## src/rtl/sgmii_pcs_tx_if.sv

```systemverilog
// GMII-side inputs and encoder-side outputs of the SGMII transmit PCS.
// The master drives GMII plus the encoder disparity feedback; the PCS is the slave.
interface sgmii_pcs_tx_if;
    logic [7:0] gmii_txd;
    logic       gmii_tx_en;
    logic       gmii_tx_err;
    logic       tx_disp;
    logic [7:0] tx_byte;
    logic       tx_is_k;
    logic       tx_even;
    logic       tx_in_frame;

    modport master (
        output gmii_txd, gmii_tx_en, gmii_tx_err, tx_disp,
        input  tx_byte, tx_is_k, tx_even, tx_in_frame
    );

    modport slave (
        input  gmii_txd, gmii_tx_en, gmii_tx_err, tx_disp,
        output tx_byte, tx_is_k, tx_even, tx_in_frame
    );
endinterface

```

## src/rtl/sgmii_pcs_tx.sv

```systemverilog
// SGMII transmit PCS ordered-set generator: turns GMII tx into a byte + K-flag stream
// carrying /I/ idles, /S/ /T/ /R/ /V/ framing and /C/ autoneg configuration sets.
module sgmii_pcs_tx #(
    parameter bit VOID_ON_ERR  = 1'b1,
    parameter int CFG_MIN_SETS = 1
) (
    input  logic          clk_125mhz,
    input  logic          rst_n,
    sgmii_pcs_tx_if.slave pcs,
    input  logic          xmit_config,
    input  logic [15:0]   config_tx
);
    localparam logic [7:0] K28_5 = 8'hBC;
    localparam logic [7:0] D5_6  = 8'hC5;
    localparam logic [7:0] D16_2 = 8'h50;
    localparam logic [7:0] D21_5 = 8'hB5;
    localparam logic [7:0] D2_2  = 8'h42;
    localparam logic [7:0] K_S   = 8'hFB;
    localparam logic [7:0] K_T   = 8'hFD;
    localparam logic [7:0] K_R   = 8'hF7;
    localparam logic [7:0] K_V   = 8'hFE;
    localparam logic [3:0] MIN_PAIRS = 4'(CFG_MIN_SETS);
    localparam logic [3:0] PAIR_MAX  = 4'd15;

    typedef enum logic [2:0] {
        ST_IDLE, ST_DATA, ST_EOP_T, ST_EOP_R, ST_EOP_R2, ST_CONFIG
    } state_t;

    state_t      state_reg, state_next;
    logic [7:0]  byte_reg, byte_next;
    logic        is_k_reg, is_k_next;
    logic        even_reg;
    logic        in_frame_reg, in_frame_next;
    logic [2:0]  cfg_pos_reg, cfg_pos_next, cfg_pos_inc;
    logic [15:0] cfg_word_reg, cfg_word_next;
    logic [3:0]  pair_cnt_reg, pair_cnt_next, pair_cnt_done;
    logic        next_even;

    assign next_even   = ~even_reg;
    assign cfg_pos_inc = cfg_pos_reg + 3'd1;
    // Leaving byte 7 of the C1+C2 cycle closes one complete pair.
    assign pair_cnt_done = (cfg_pos_reg == 3'd7 && pair_cnt_reg != PAIR_MAX)
                         ? pair_cnt_reg + 4'd1 : pair_cnt_reg;

    always_ff @(posedge clk_125mhz or negedge rst_n) begin
        if (!rst_n) begin
            state_reg    <= ST_IDLE;
            byte_reg     <= K28_5;
            is_k_reg     <= 1'b1;
            even_reg     <= 1'b1;
            in_frame_reg <= 1'b0;
            cfg_pos_reg  <= 3'd0;
            cfg_word_reg <= 16'h0000;
            pair_cnt_reg <= 4'd0;
        end else begin
            state_reg    <= state_next;
            byte_reg     <= byte_next;
            is_k_reg     <= is_k_next;
            even_reg     <= ~even_reg;
            in_frame_reg <= in_frame_next;
            cfg_pos_reg  <= cfg_pos_next;
            cfg_word_reg <= cfg_word_next;
            pair_cnt_reg <= pair_cnt_next;
        end
    end

    always_comb begin
        state_next    = state_reg;
        byte_next     = K28_5;
        is_k_next     = 1'b1;
        in_frame_next = 1'b0;
        cfg_pos_next  = cfg_pos_reg;
        cfg_word_next = cfg_word_reg;
        pair_cnt_next = pair_cnt_reg;
        case (state_reg)
            ST_IDLE: begin
                if (!next_even) begin
                    // /I1/ flips a positive running disparity back, /I2/ preserves it.
                    byte_next = pcs.tx_disp ? D5_6 : D16_2;
                    is_k_next = 1'b0;
                end else if (xmit_config) begin
                    state_next    = ST_CONFIG;
                    cfg_pos_next  = 3'd0;
                    cfg_word_next = config_tx;
                    pair_cnt_next = 4'd0;
                end else if (pcs.gmii_tx_en) begin
                    state_next    = ST_DATA;
                    byte_next     = K_S;
                    in_frame_next = 1'b1;
                end
            end
            ST_DATA: begin
                in_frame_next = 1'b1;
                if (!pcs.gmii_tx_en) begin
                    state_next = ST_EOP_T;
                    byte_next  = K_T;
                end else if (pcs.gmii_tx_err && VOID_ON_ERR) begin
                    byte_next = K_V;
                end else begin
                    byte_next = pcs.gmii_txd;
                    is_k_next = 1'b0;
                end
            end
            ST_EOP_T: begin
                state_next = ST_EOP_R;
                byte_next  = K_R;
            end
            ST_EOP_R: begin
                // A second /R/ pads to even alignment so the next /K28.5/ lands even.
                if (!next_even) begin
                    state_next = ST_EOP_R2;
                    byte_next  = K_R;
                end else begin
                    state_next = ST_IDLE;
                end
            end
            ST_EOP_R2: state_next = ST_IDLE;
            ST_CONFIG: begin
                if (cfg_pos_reg[1:0] == 2'b11) begin
                    pair_cnt_next = pair_cnt_done;
                    if (!xmit_config && pair_cnt_done >= MIN_PAIRS) begin
                        state_next = ST_IDLE;
                    end else begin
                        cfg_pos_next  = cfg_pos_inc;
                        cfg_word_next = config_tx;
                    end
                end else begin
                    cfg_pos_next = cfg_pos_inc;
                    is_k_next    = 1'b0;
                    case (cfg_pos_inc[1:0])
                        2'b01:   byte_next = cfg_pos_inc[2] ? D2_2 : D21_5;
                        2'b10:   byte_next = cfg_word_reg[7:0];
                        default: byte_next = cfg_word_reg[15:8];
                    endcase
                end
            end
            default: state_next = ST_IDLE;
        endcase
    end

    assign pcs.tx_byte     = byte_reg;
    assign pcs.tx_is_k     = is_k_reg;
    assign pcs.tx_even     = even_reg;
    assign pcs.tx_in_frame = in_frame_reg;
endmodule

```

## src/flat_wrapper.sv

```systemverilog
// flat-port wrapper written by rule: the top's interface ports become plain ports
module sgmii_pcs_tx_flat 
#(
    parameter bit VOID_ON_ERR  = 1'b1,
    parameter int CFG_MIN_SETS = 1
)
  (clk_125mhz, rst_n, xmit_config, config_tx, pcs_gmii_txd, pcs_gmii_tx_en, pcs_gmii_tx_err, pcs_tx_disp, pcs_tx_byte, pcs_tx_is_k, pcs_tx_even, pcs_tx_in_frame);
  sgmii_pcs_tx_if pcs_i ();
  input  logic clk_125mhz;
  input  logic rst_n;
  input  logic xmit_config;
  input  logic [15:0] config_tx;
  input wire logic [$bits(pcs_i.gmii_txd)-1:0] pcs_gmii_txd;
  input wire logic [$bits(pcs_i.gmii_tx_en)-1:0] pcs_gmii_tx_en;
  input wire logic [$bits(pcs_i.gmii_tx_err)-1:0] pcs_gmii_tx_err;
  input wire logic [$bits(pcs_i.tx_disp)-1:0] pcs_tx_disp;
  output wire logic [$bits(pcs_i.tx_byte)-1:0] pcs_tx_byte;
  output wire logic [$bits(pcs_i.tx_is_k)-1:0] pcs_tx_is_k;
  output wire logic [$bits(pcs_i.tx_even)-1:0] pcs_tx_even;
  output wire logic [$bits(pcs_i.tx_in_frame)-1:0] pcs_tx_in_frame;
  assign pcs_i.gmii_txd = pcs_gmii_txd;
  assign pcs_i.gmii_tx_en = pcs_gmii_tx_en;
  assign pcs_i.gmii_tx_err = pcs_gmii_tx_err;
  assign pcs_i.tx_disp = pcs_tx_disp;
  assign pcs_tx_byte = pcs_i.tx_byte;
  assign pcs_tx_is_k = pcs_i.tx_is_k;
  assign pcs_tx_even = pcs_i.tx_even;
  assign pcs_tx_in_frame = pcs_i.tx_in_frame;
  sgmii_pcs_tx #(.VOID_ON_ERR(VOID_ON_ERR), .CFG_MIN_SETS(CFG_MIN_SETS)) u_core (.clk_125mhz(clk_125mhz), .rst_n(rst_n), .pcs(pcs_i), .xmit_config(xmit_config), .config_tx(config_tx));
endmodule
```

## config.mk

```make
export PLATFORM = sky130hd
export DESIGN_NAME = sgmii_pcs_tx_flat
export DESIGN_NICKNAME = d
export VERILOG_FILES = /design/src/rtl/sgmii_pcs_tx_if.sv /design/src/rtl/sgmii_pcs_tx.sv /design/src/flat_wrapper.sv
export SDC_FILE = /design/constraint.sdc
export NUM_CORES = 1
export LEC_CHECK = 0
export ABC_AREA = 1
export CAP_MARGIN = 20
export CORE_ASPECT_RATIO = 1.2
export CORE_MARGIN = 4
export CORE_UTILIZATION = 51
export CTS_BUF_LIST = sky130_fd_sc_hd__clkbuf_8 sky130_fd_sc_hd__clkbuf_16
export DETAILED_ROUTE_END_ITERATION = 8
export GPL_TIMING_DRIVEN = 0
export PLACE_DENSITY = 0.77
export SLEW_MARGIN = 40
export SYNTH_ARGS = -nofsm -noshare
export SYNTH_HDL_FRONTEND = slang
export SYNTH_SLANG_ARGS = --single-unit
```

## constraint.sdc

```tcl
create_clock -name clk_125mhz -period 2.65 [get_ports clk_125mhz]
set_input_delay 0.3975 -clock clk_125mhz [delete_from_list [all_inputs] [get_ports clk_125mhz]]
set_output_delay 0.3975 -clock clk_125mhz [all_outputs]
set_load 0.02 [all_outputs]
```

Word level (Yosys, flattened, before mapping)
Cells that the tools add are included.

Equality and inequality tests: 17. Bitwise logic cells: 1. Add/sub/neg operators: 2. Multiplexer cells: 43. $lt $le $gt $ge: 1. Reductions and logical operators: 9.

Operators by type and width (number): 2-to-1 mux 16 bit (4); 2-to-1 mux 8 bit (7); case mux 8 bit (5 select lines) (1); 2-to-1 mux 3 bit (11); case mux 16 bit (2 select lines) (1); 2-to-1 mux 4 bit (4); case mux 8 bit (2 select lines) (1); case mux 3 bit (5 select lines) (1); 2-to-1 mux 7 bit (2); AND reduction 5 bit (2); != test 2 bit (second input constant) (4); case mux 4 bit (2 select lines) (1); AND reduction 4 bit (2); 2-to-1 mux 1 bit (7); == test 3 x 2 -> 1 bit (second input constant) (2); == test 3 bit (second input constant) (2); != test 3 bit (second input constant) (2); case mux 3 bit (2 select lines) (1); adder 4 x 1 -> 4 bit (second input constant) (1); == test 2 bit (second input constant) (2); greater-or-equal comparator 4 x 1 -> 1 bit (second input constant) (1); != test 2 x 1 -> 1 bit (second input constant) (2); != test 4 bit (second input constant) (1); adder 3 x 1 -> 3 bit (second input constant) (1); 9 further kinds (10).

Bits in registers: 37. Input bits: 30.

Logic depth before layout (Yosys ltp)
Gate-level depths: netlist of run 1.

Word-level depth: 8. Depth in mapped cells: 16. Mapped depth without buffers: 15.

Worst setup path after synthesis of run 1
No wires, ideal clock.

Path type: register -> register. From: register u_core.cfg_pos_reg[0]. To: register u_core.cfg_word_reg[5]. Setup slack: 0.686 ns. Library setup time: 0.116 ns. Data required time: 2.534 ns. Arrival time: 1.848 ns. Cell stages (with the launch flop): 17. Path buffers: 1. Clock period less this slack: 1.964 ns. Cells stage by stage: dfrtp_1 ha_1 ha_1 inv_1 nor2_1 nand2_1 nand2_1 nand3_1 nor2_1 nand2_1 nand2_1 nand2_2 nand2_4 nand2_4 buf_6 nand2_1 nand2_1.

Cells in the longest elaborated chain, start to end: 7. Elaborated cells on any way between the ends: 9.

Ends and longest elaborated chain: start, declared (RTL line sgmii_pcs_tx.sv:34) `logic [2:0] cfg_pos_reg, cfg_pos_next, cfg_pos_inc;`; start signal, assigned (RTL line sgmii_pcs_tx.sv:61) `cfg_pos_reg <= cfg_pos_next;`; == test 3 bit (RTL line sgmii_pcs_tx.sv:42) `assign pair_cnt_done = (cfg_pos_reg == 3'd7 && pair_cnt_reg != PAIR_MAX)`; logical AND 1 bit (RTL line sgmii_pcs_tx.sv:42); 2-to-1 mux 4 bit (RTL line sgmii_pcs_tx.sv:43) `? pair_cnt_reg + 4'd1 : pair_cnt_reg;`; greater-or-equal comparator 4 x 1 -> 1 bit (RTL line sgmii_pcs_tx.sv:121) `if (!xmit_config && pair_cnt_done >= MIN_PAIRS) begin`; logical AND 1 bit (RTL line sgmii_pcs_tx.sv:121); != test 2 bit (no source line); AND reduction 5 bit (no source line) (*); end signal, assigned (RTL line sgmii_pcs_tx.sv:62) `cfg_word_reg <= cfg_word_next;`; end, declared (RTL line sgmii_pcs_tx.sv:35) `logic [15:0] cfg_word_reg, cfg_word_next;`.

Mark *: on every way between the ends. The rest lies on a longest branch, timed or not. A chain may end at the register's enable or synchronous reset.

Final worst setup path of run 1
From: register u_core.cfg_pos_reg[0]. To: register u_core.cfg_word_reg[14].

Same word-level chain as after synthesis.

==> results.tsv, run 1 <==
metric	value	unit
layout_commonest_cell	nand2_1	
drt_iter0_drc	141	
hold_violations	0	
grt_pass1_wl	7.60	mm
hold-worst-slack	42.5	ps
final.setup.tns	0	ps
p_seq_share	34.5	%
cts_setup_buffers	0	
io_buffers	40	
wl_per_cell	12.3	um
ctsLongestPathBuffers	2	
grt_max_degree	21	
clock_latency	290	ps
die-area	0.00513	mm^2
fp.coreArea	0.00391	mm^2
syn_avg_cell_area	7.81	um^2
criticalPathCategory	reg2reg	
clkSinkCount	37	
mostFrequentLayoutCells	75 x nand2_1, 39 x clkdlybuf4s50_1, 37 x inv_1	
hp-class	in2async	
cts_tree	yes	
synth_top_area_share	36.4	%
antenna_found_initial	0	
layout-drive-gt1-share	12.1	%
internal-power	1.53	mW
met3_length	321	um
setup_viol_count_final	0	
seqCellArea	935	um^2
die_h	77.7	um
finalNetCount	347	
post-route-period-util	85.8	%
critPathCaptureType	flop	
synthCells	264	
max_clock_freq	0.440	GHz
largest_register_ffs	16	
finalPower	2.69	mW
htreeDepth	2	
wl_met1	1.95	mm
fin_worst_skew	3.45	ps
multi_input_area	940	um^2
worst_ep_arrival_time	2450	ps
sw_frac_of_total	43.0	%
cts_inserted_buffers	5	
root_buffer	clkbuf_8	
tightest_slew	562	ps
power_frac_comb	51.6	%
switchingPower	1.16	mW
synth-seq-cells	37	
drv_slew	0	
drt-total-wl	4.50	mm
required	2830	ps
timing.slew.headroom	62.3	%
drcViolationCount	0	
syn_nets	299	
place.gp.congestion	0.861	
vias_per_cell	4.97	
cap_violations	0	
yosysTopAreaCell	dfrtp_1	
path_max_fanout	10	
synth_area_leaders	dfrtp_1 36%, nand2_1 14%, dfstp_2 8.9%, inv_1 6.6%, nand3_1 5.8%	
start_kind	flop	
clockPowerShare	13.9	%
rows	25	
hpwl	3.53	mm
diodes	0	
die-width	66.0	um
overflow	0	
clkTransAtPathRegs	70	ps
dr_wl_met2	2.16	mm
start_util	52.7	%
ys_seq_area_share	45.3	%
grt_pass1_vias	1716	
postCtsHoldBufs	0	
leakagePower	1.27	nW
p_per_area	1020	mW/mm^2
area_delta_synth_final	27.8	%
dp.cells	359	
status	complete, no violations	
rsz0062_at_grt	no	
vdd_drop_max	0.000566	V
synthesis.area	0.00206	mm^2
postCtsResizedCells	0	
antenna_left	0	
routed-via-count	1823	
period_minus_slack	2270	ps
dr.max_layer_used	met4	
grt_usage	19.0	%
synth.distinct_cells	32	
dr.pass1.iters	4	
yosysWarnings	0	
io_pins	41	
fill_cells	327	
layout.cells.non_filler	367	
## per-layer routing
| metal | track usage (%) | vias to the layer above |
|---|---|---|
| met5 | 0 | - |
| li1 | - | 956 |
| met2 | 32.7 | 59 |
| met1 | 23.0 | 800 |
| met3 | 4.92 | 8 |
| met4 | 6.10 | 0 |
## critical path: stages, from the launching register on
cell and delay [ps]:
dfrtp_1 370, ha_1 310, ha_1 310, inv_1 70, nor2_1 90, nand2_1 50
nand2_1 80, nand3_1 80, nor2_1 80, nand2_1 70, nand2_1 80, nand2_2 100
nand2_4 130, nand2_4 90, buf_6 150, nand2_1 50, nand2_1 50
## power groups by stage
stage / Combinational (mW) / Clock [mW] / Sequential [mW]
floorplan: 0.910 / 0 / 1.00
global placement: 1.36 / 0 / 0.929
detailed placement: 1.39 / 0 / 0.937
CTS: 1.40 / 0.380 / 0.928
global route: 1.56 / 0.408 / 0.954
finish: 1.39 / 0.373 / 0.929
## kinds of logic after synthesis
kind of cell / after synthesis / synth area share [%]
fa+ha+maj: 5 / 3.03
buf+inv: 46 / 9.10
simple gates: 135 / 30.0
compound gates: 41 / 12.5
flops: 37 / 45.3
## worst paths after layout
| path | startpoint | endpoint | slack [ps] | cells after the start |
|---|---|---|---|---|
| setup / recovery | u_core.cfg_pos_reg[0] | u_core.cfg_word_reg[14] | 380 | 16 |
| hold / removal | rst_n | u_core.pair_cnt_reg[3] | 40 | 1 |
| setup reg to reg | u_core.cfg_pos_reg[0] | u_core.cfg_word_reg[14] | 380 | 16 |
| hold reg to reg | u_core.cfg_word_reg[12] | u_core.cfg_word_reg[12] | 480 | 2 |
| max in group asynchronous | rst_n | u_core.cfg_word_reg[15] | 2160 | 2 |
| min in group clk_125mhz | u_core.cfg_word_reg[12] | u_core.cfg_word_reg[12] | 480 | 2 |
## final cells by class
class,instances,share of cell area [%]
inverters,40,5.70
clock buffers,5,2.61
multi-input cells,181,35.7
clock inverters,3,0.522
plain buffers,6,1.42
flip-flops and latches,37,35.5
repair buffers,41,16.0
well taps,54,2.56
## through the flow
step | worst slack [ps] | utilization (%) | instance area [um^2]
5_1_grt | 135 | 67.4 | 2640
2_1_floorplan | 686 | - | 2060
4_1_cts | 363 | 67.4 | 2640
6_report | 377 | 67.4 | 2640
3_5_place_dp | 379 | 65.3 | 2550
3_3_place_gp | 419 | 64.7 | 2530
## cell usage after synthesis, drive strengths merged
master and number:
dfrtp 30, nand4 9, dfstp 7, o22ai 4
buf 5, a211oi 1, o31ai 1, nand2 82
nand3 25, nor4 1, nor2 14, o211ai 8
o21ai 19, inv 39, o2111ai 2, nor3 3
a21oi 5, a221oi 1, ha 5, clkbuf 1
clkinv 1, or2 1
No activity file was read; power rests on OpenSTA's default activity.
==> run 2: changes to the inputs <==
--- a/config.mk
+++ b/config.mk
@@ -9,11 +9,11 @@
 export CAP_MARGIN = 20
 export CORE_ASPECT_RATIO = 1.2
 export CORE_MARGIN = 4
-export CORE_UTILIZATION = 51
+export CORE_UTILIZATION = 24
 export CTS_BUF_LIST = sky130_fd_sc_hd__clkbuf_8 sky130_fd_sc_hd__clkbuf_16
 export DETAILED_ROUTE_END_ITERATION = 8
 export GPL_TIMING_DRIVEN = 0
-export PLACE_DENSITY = 0.77
+export PLACE_DENSITY = 0.41
 export SLEW_MARGIN = 40
 export SYNTH_ARGS = -nofsm -noshare
 export SYNTH_HDL_FRONTEND = slang
==> run 2 against run 1 <==
  * Clock-buffer cell count unchanged
  * Cell count grew 16%
  * Critical endpoint is now u_core.cfg_word_reg[13]
  * Clock power up 2%
==> results.tsv, run 2 (same netlist as run 1, synthesis figures left out) <==
metric	value	unit
status	complete, no violations	
grt_max_degree	38	
dr_wl_met2	2.75	mm
vdd_drop_max	0.000387	V
p_seq_share	33.9	%
overflow	0	
sw_frac_of_total	44.4	%
met3_length	257	um
final.setup.tns	0	ps
r2r_start	u_core.cfg_pos_reg[0]	
wl_met1	2.61	mm
post-route-period-util	90.5	%
criticalPathCategory	reg2reg	
vias_per_cell	4.33	
finalNetCount	346	
grt_usage	11.5	%
drcViolationCount	0	
worst_ep_arrival_time	2580	ps
clkTransAtPathRegs	80	ps
io_pins	41	
die-width	92.6	um
ctsLongestPathBuffers	2	
required	2830	ps
fin_util	32.5	%
dr.max_layer_used	met4	
reg2reg_setup_slack	250	ps
max_clock_freq	0.417	GHz
finalWorstSetupSlack	252	ps
drt-total-wl	5.68	mm
die_h	110	um
start_util	25.0	%
power_frac_comb	52.3	%
clockPowerShare	13.8	%
reg2regPathDepth	16	
grt_pass1_wl	9.09	mm
critPathCaptureType	flop	
cap_violations	0	
routed-via-count	1844	
io_buffers	40	
fin_worst_skew	11.8	ps
wl_per_cell	13.3	um
drt_iter0_drc	62	
leakagePower	1.26	nW
layout_commonest_cell	nand2_1	
clkSinkCount	37	
postCtsHoldBufs	0	
setup_viol_count_final	0	
antenna_found_initial	0	
cts_inserted_buffers	5	
p_per_area	1030	mW/mm^2
largest_register_ffs	16	
switchingPower	1.22	mW
mostFrequentLayoutCells	75 x nand2_1, 39 x inv_1, 39 x clkdlybuf4s50_1	
hold_violations	0	
layout.cells.non_filler	426	
area_delta_synth_final	30.1	%
rows	36	
diodes	0	
layout-drive-gt1-share	11.2	%
fp.coreArea	0.00824	mm^2
htreeDepth	2	
timing.slew.headroom	62.8	%
cts_setup_buffers	0	
hpwl	4.35	mm
drv_slew	0	
period_minus_slack	2400	ps
grt_pass1_vias	1761	
place.gp.congestion	0.747	
tightest_slew	554	ps
cts_tree	yes	
hp-class	in2async	
antenna_left	0	
path_max_fanout	10	
dr.pass1.iters	4	
rsz0062_at_grt	no	
dp.cells	418	
die-area	0.0101	mm^2
start_kind	flop	
pre_cts_slack	250	ps
internal-power	1.53	mW
postCtsResizedCells	0	
root_buffer	clkbuf_8	
rr_endpoint	u_core.cfg_word_reg[13]	
clock_latency	290	ps
[run 2: cell count changes in the layout (fill, tap and decap cells not counted)]
cell      change
buf_16        -1
inv_1         +2
buf_4         +1
buf_2         -1
clkinv_2      -2
[run 2: power groups by stage]
stage               sequential, mW  combinational, mW  clock, mW
global route                 0.956               1.63      0.421
floorplan                     1.00              0.910          0
CTS                          0.934               1.46      0.400
detailed placement           0.943               1.45          0
global placement             0.947               1.44          0
finish                       0.932               1.44      0.379
[run 2: metal layers]
metal  global-route usage (%)  vias to the layer above
li1                         -                      957
met1                     15.0                      843
met2                     18.7                       40
met3                     3.01                        4
met4                     3.46                        0
met5                        0                        -
[run 2: critical path, cell delays in order (launching register included)]
cell and delay, ps:
dfrtp_1 380, ha_1 340, ha_1 340, inv_1 60, nor2_1 80, nand2_1 50
nand2_1 80, nand3_1 70, nor2_1 100, nand2_1 80, nand2_1 80, nand2_2 100
nand2_4 150, nand2_4 90, buf_6 150, nand2_1 60, nand2_1 50
[run 2: area by class of cell]
cell class | instances | area (um^2)
Inverter | 40 | 150
Multi-Input combinational cell | 181 | 940
Buffer | 6 | 37.5
Sequential cell | 37 | 935
Timing Repair Buffer | 40 | 398
Clock inverter | 3 | 11.3
Tap cell | 114 | 143
Clock buffer | 5 | 68.8
Fill cell | 893 | 5560
[run 2: stage by stage]
stage | power (mW) | hold slack (ps) | instance area (um^2)
2_1_floorplan | 1.91 | 102 | 2060
3_3_place_gp | 2.39 | 460 | 2610
3_5_place_dp | 2.39 | 410 | 2600
4_1_cts | 2.80 | 89.5 | 2680
5_1_grt | 3.01 | 108 | 2680
6_report | 2.75 | 66.2 | 2680
[run 2: how the worst max path moves through the flow]
stage / start / to / depth (start not counted)
final: u_core.cfg_pos_reg[0] / u_core.cfg_word_reg[13] / 16
after global routing: u_core.cfg_pos_reg[0] / u_core.cfg_word_reg[12] / 16
after CTS: u_core.cfg_pos_reg[0] / u_core.cfg_word_reg[13] / 16
after detailed placement: u_core.cfg_pos_reg[0] / u_core.cfg_word_reg[13] / 16
after global placement: rst_n / u_core.cfg_word_reg[2] / 1
after floorplan: u_core.cfg_pos_reg[0] / u_core.cfg_word_reg[5] / 16
